==> src/rtl/operand_fetch.sv <==
// Operand fetch stage for RV32I: resolves rs1/rs2 with write-back bypass,
// tracks pending destinations in a scoreboard and hands bundles to execute.
module operand_fetch #(
    parameter int XLEN = 32,
    parameter int NREG = 32
) (
    input  logic                 CLK,
    input  logic                 RSTN,
    input  logic [NREG*XLEN-1:0] x_flat,
    input  logic                 id_valid,
    output logic                 id_ready,
    input  logic [4:0]           id_rs1,
    input  logic [4:0]           id_rs2,
    input  logic [4:0]           id_rd,
    input  logic                 id_rd_wen,
    input  logic                 wb_en,
    input  logic [4:0]           wb_addr,
    input  logic [XLEN-1:0]      wb_data,
    input  logic                 flush,
    output logic                 ex_valid,
    input  logic                 ex_ready,
    output logic [XLEN-1:0]      ex_rs1_data,
    output logic [XLEN-1:0]      ex_rs2_data,
    output logic [4:0]           ex_rd,
    output logic                 ex_rd_wen,
    output logic [NREG-1:0]      busy
);

    logic [XLEN-1:0] rs1_val;
    logic [XLEN-1:0] rs2_val;
    logic            wb_hit_rs1;
    logic            wb_hit_rs2;
    logic            wb_hit_rd;
    logic            rs1_pend;
    logic            rs2_pend;
    logic            rd_pend;
    logic            hazard;
    logic            accept;
    logic [NREG-1:0] busy_next;

    // x0 reads as zero; a same-cycle write-back beats the stale register value.
    function automatic logic [XLEN-1:0] read_src(
        input logic [4:0]           src,
        input logic                 bypass,
        input logic [XLEN-1:0]      bypass_data,
        input logic [NREG*XLEN-1:0] regs
    );
        logic [XLEN-1:0] val;
        val = '0;
        if (src != 5'd0) begin
            if (bypass)
                val = bypass_data;
            else
                val = regs[{src, 5'b00000} +: XLEN];
        end
        return val;
    endfunction

    assign wb_hit_rs1 = wb_en && (wb_addr == id_rs1);
    assign wb_hit_rs2 = wb_en && (wb_addr == id_rs2);
    assign wb_hit_rd  = wb_en && (wb_addr == id_rd);

    assign rs1_val = read_src(id_rs1, wb_hit_rs1, wb_data, x_flat);
    assign rs2_val = read_src(id_rs2, wb_hit_rs2, wb_data, x_flat);

    // A pending write that lands this very cycle no longer blocks the reader.
    assign rs1_pend = (id_rs1 != 5'd0) && busy[id_rs1] && !wb_hit_rs1;
    assign rs2_pend = (id_rs2 != 5'd0) && busy[id_rs2] && !wb_hit_rs2;
    assign rd_pend  = (id_rd  != 5'd0) && busy[id_rd]  && !wb_hit_rd;

    assign hazard   = rs1_pend || rs2_pend || (id_rd_wen && rd_pend);
    assign id_ready = !hazard && !flush && (!ex_valid || ex_ready);
    assign accept   = id_valid && id_ready;

    always_comb begin
        // NOTE: default assignment first so no path through this block infers a latch.
        busy_next = busy;
        if (wb_en && (wb_addr != 5'd0))
            busy_next[wb_addr] = 1'b0;
        if (accept && id_rd_wen && (id_rd != 5'd0))
            busy_next[id_rd] = 1'b1;
        // Squashing the held instruction releases its destination last, so it wins.
        if (flush && ex_valid && ex_rd_wen && (ex_rd != 5'd0))
            busy_next[ex_rd] = 1'b0;
        busy_next[0] = 1'b0;
    end

    always_ff @(posedge CLK or negedge RSTN) begin
        // NOTE: sequential state is updated with non-blocking assignments only.
        if (!RSTN) begin
            ex_valid    <= 1'b0;
            ex_rs1_data <= '0;
            ex_rs2_data <= '0;
            ex_rd       <= 5'd0;
            ex_rd_wen   <= 1'b0;
            busy        <= '0;
        end else begin
            busy <= busy_next;
            if (accept) begin
                ex_valid    <= 1'b1;
                ex_rs1_data <= rs1_val;
                ex_rs2_data <= rs2_val;
                ex_rd       <= id_rd;
                ex_rd_wen   <= id_rd_wen;
            end else if (ex_ready || flush) begin
                ex_valid <= 1'b0;
            end
        end
    end

endmodule

==> config.mk <==
export PLATFORM = sky130hd
export DESIGN_NAME = operand_fetch
export DESIGN_NICKNAME = d
export VERILOG_FILES = /design/src/rtl/operand_fetch.sv
export SDC_FILE = /design/constraint.sdc
export NUM_CORES = 1
export LEC_CHECK = 0
export CORE_AREA = 10 10 452 454
export CTS_BUF_LIST = sky130_fd_sc_hd__clkbuf_4 sky130_fd_sc_hd__clkbuf_8
export DETAILED_ROUTE_END_ITERATION = 7
export DIE_AREA = 0 0 462 464
export DONT_BUFFER_PORTS = 1
export SLEW_MARGIN = 40
export SYNTH_ARGS = -nofsm -noshare
export SYNTH_HDL_FRONTEND = slang
export SYNTH_SLANG_ARGS = --single-unit
==> constraint.sdc <==
create_clock -name CLK -period 3.3 [get_ports CLK]
set_clock_uncertainty 0.2 [all_clocks]
set_input_delay 0.33 -clock CLK [delete_from_list [all_inputs] [get_ports CLK]]
set_output_delay 0.33 -clock CLK [all_outputs]
set_load 0.05 [all_outputs]
==> results of run 1 <==
-- cells by family after synthesis --
kind of cell           count (synthesis)  share of synthesized area
buffers and inverters                227                     0.0469
XOR/XNOR                              15                    0.00596
AO/OA/AOI/OAI                        273                     0.0837
multiplexers                         781                      0.687
flip-flops                           102                      0.116
AND/OR/NAND/NOR                      270                     0.0603
other                                  1                   0.000170
-- cell type report --
type	count	area share
Tap cell	2542	0.119
Timing Repair Buffer	193	0.0683
Clock buffer	10	0.00514
Sequential cell	102	0.0958
Inverter	17	0.00266
Multi-Input combinational cell	1340	0.695
Antenna cell	137	0.0128
Clock inverter	6	0.00196
-- path summary, 6_finish.rpt --
path	from	end	slack, ps
max in group asynchronous	RSTN	ex_rs1_data[27]	2050
setup / recovery	id_rs2[0]	busy[3]	-1570
min in group asynchronous	RSTN	busy[27]	180
hold / removal	id_rs1[4]	ex_rs1_data[15]	30
setup reg to reg	busy[22]	busy[3]	110
hold reg to reg	busy[22]	busy[22]	420
-- what timing repair did --
item	in CTS	in global routing
endpoints found under the hold margin	194	0
pin swaps	2	3
setup buffers	3	6
cloned	1	2
setup endpoints to repair	1	8
gates resized for setup	5	13
hold buffers	62	0
-- worst max-delay path, stage by stage --
cell	delay [ps]
mux4_2	1500
mux2i_1	180
buf_4	130
mux2i_2	90
a22oi_2	240
buf_4	170
buf_2	280
nand4_1	150
a21oi_1	150
dlygate4sd3_1	560
-- cells in the mapped netlist (2+ instances only) --
library cell,count
a211o_1,7
nand3b_1,10
a222oi_1,9
dfrtp_1,102
o22ai_1,47
inv_1,16
a32o_1,6
mux2i_1,125
o21ai_1,2
xor2_1,12
clkbuf_1,86
a22oi_1,29
nand2b_1,5
buf_4,17
nand4_1,23
a211oi_1,3
buf_6,4
mux2_2,28
or3b_2,5
nor4_1,7
nor4b_1,2
a221o_1,5
mux2_1,51
or3_1,3
buf_2,69
o221ai_1,14
nand2_1,66
o31ai_1,5
o21ai_0,60
mux4_2,577
buf_1,34
a221oi_1,32
and2_1,3
and3_1,10
nor2b_1,11
a21oi_1,47
nor3_1,35
nor3b_1,2
nand3_1,17
xnor2_1,3
nor2_1,68
-- sequential cells by signal (all words and copies together), names as in the netlist --
register and cells:
ex_rs1_data 32, ex_rs2_data 32, busy 31, ex_rd 5, ex_rd_wen 1, ex_valid 1
-- layer usage --
layer | GRT usage | wire length, um | share of wire | up-vias
li1 | - | - | - | 7577
met1 | 0.225 | 80600 | 0.36 | 11500
met2 | 0.290 | 94000 | 0.42 | 2197
met3 | 0.129 | 37300 | 0.17 | 465
met4 | 0.0648 | 9740 | 0.044 | 122
met5 | 0 | 947 | 0.0043 | -
-- through the flow --
| step | setup slack, ps | utilization | TNS (ps) |
|---|---|---|---|
| 2_1_floorplan | 277 | - | 0 |
| 3_3_place_gp | -5.35 | 0.130 | -5.35 |
| 3_5_place_dp | 22.2 | 0.130 | 0 |
| 4_1_cts | 5.68 | 0.134 | 0 |
| 5_1_grt | -11.6 | 0.137 | -11.6 |
| 6_report | -1570 | 0.138 | -123410 |
-- cells in the final DEF, fill, tap and decap left out, types with 9 or more instances in the layout --
| master | n |
|---|---|
| diode_2 | 137 |
| nand4_1 | 23 |
| a22oi_1 | 29 |
| nor2b_1 | 10 |
| dfrtp_1 | 94 |
| inv_1 | 14 |
| o221ai_1 | 14 |
| nor3_1 | 32 |
| mux2_1 | 51 |
| a221oi_1 | 30 |
| mux2_2 | 28 |
| nand2_1 | 66 |
| dlygate4sd3_1 | 61 |
| clkbuf_8 | 10 |
| nand3b_1 | 10 |
| a21oi_1 | 46 |
| nand3_1 | 16 |
| o21ai_0 | 60 |
| mux2i_1 | 123 |
| buf_4 | 109 |
| o22ai_1 | 42 |
| buf_12 | 9 |
| a222oi_1 | 9 |
| nor2_1 | 65 |
| xor2_1 | 12 |
| mux4_2 | 577 |
-- power by group --
group	switching, mW	total [mW]	internal (mW)
Clock	0.660	0.966	0.306
Combinational	2.21	4.17	1.96
Sequential	1.66	3.21	1.54
==> impl_metrics.yaml, run 1 <==
clocking:
  cts_root_buffer: "clkbuf_8"
  cts_buffer_depth: 2
  insertion_delay_ps: 510
  cts_max_level: 3
  cts_tree: "done"
  cts.sinks: 102
  cts_made_buffers: 9
  path_clk_slew_ps: 130
sta:
  slew_violations: 346
  holdWs_ps: 32.3
  post-route-period-util: 1.48
  timing.fmax_mhz: 205
  finalWorstSetupSlack_ps: -1570
  setup_viol: 103
  worst_pin_slew_ps: 2930
  hold_viol_final: 0
  fin_crit_ps: 4870
  max_slew_margin: -0.950
grt:
  grtUsageTotal: 0.195
  antenna_found_initial: 178
  first_global_vias: 20900
  grt_max_degree: 316
  grt-ovfl-total: 0
  grt_pass1_wl_um: 268000
run_status:
  outcome: "finished, violations left"
  violations: "max-slew violations, negative setup slack"
synth:
  syn_avg_cell_area_um2: 13.2
  synth_warnings: 0
  synth_area_leaders: "mux4_2 59%, dfrtp_1 12%, mux2i_1 5.7%"
  synth_edf_count: 0
  syn_nets: 2752
  ys.flop_type: "dfrtp_1"
  yosys.area.top_type_share: 0.590
  synth-async-reset-ratio: 1.00
  synth_top_cell_by_area: "mux4_2"
  ys_types: 53
  ys_ff_latch: 102
  syn_inst: 1669
  syn_area_um2: 22000
  yosysSeqAreaShare: 0.116
routing:
  drt_iter0_markers: 2860
  dr_total_vias: 21800
  dr.pass1.iters: 6
  wire_per_inst_um: 51.2
  drt_wl_total_um: 223000
  drc: 0
  ant_nets: 0
  vias_per_cell: 5.02
placed_design:
  dp_cells: 4115
  dp_hpwl_um: 189000
  numPortBuffers: 0
  placed_cell_area_um2: 25300
  gp_congestion: 0.953
cells_and_area:
  drive_gt1_frac: 0.477
  final_nets: 2746
  syn2layout_area_growth_pct: 21.5
  fillers: 21800
  finalNonFillerCells: 4347
  seq_area_um2: 2560
  multi_input_area_um2: 18600
  fin_area_um2: 26800
setup_path:
  critPathArrivalTime_ps: 5130
  endpoint_kind: "flop"
  reg2reg_depth: 10
  crit_path_start_kind: "input pin"
  crit_fanout: 265
  path_class: "in2reg"
  critPathRequiredTime_ps: 3560
power_and_ir_drop:
  leakage_nw: 8.24
  total_power_mw: 8.34
  power_density_nw_per_um2: 312
  peakVddDrop_mv: 0.174
hold_path:
  hold_depth: 3
  hold_path.class: "in2reg"
die:
  die_w_um: 462
  start_util: 0.113
  die_area_um2: 214000
  die_h_um: 464
  rows: 162
  core_area_um2: 195000
  ioPinCount: 1187
flow_run:
  maxCapViolCount: 0
Power figures use the tool's default switching activity.
==> run 2, diff against run 1 <==
--- a/config.mk
+++ b/config.mk
@@ -7,6 +7,7 @@
 export LEC_CHECK = 0
 export CORE_AREA = 10 10 452 454
 export CTS_BUF_LIST = sky130_fd_sc_hd__clkbuf_4 sky130_fd_sc_hd__clkbuf_8
+export CTS_CLUSTER_SIZE = 24
 export DETAILED_ROUTE_END_ITERATION = 7
 export DIE_AREA = 0 0 462 464
 export DONT_BUFFER_PORTS = 1
==> results of run 2 <==
Final layout, timing and power as in run 1 (identical DEF).
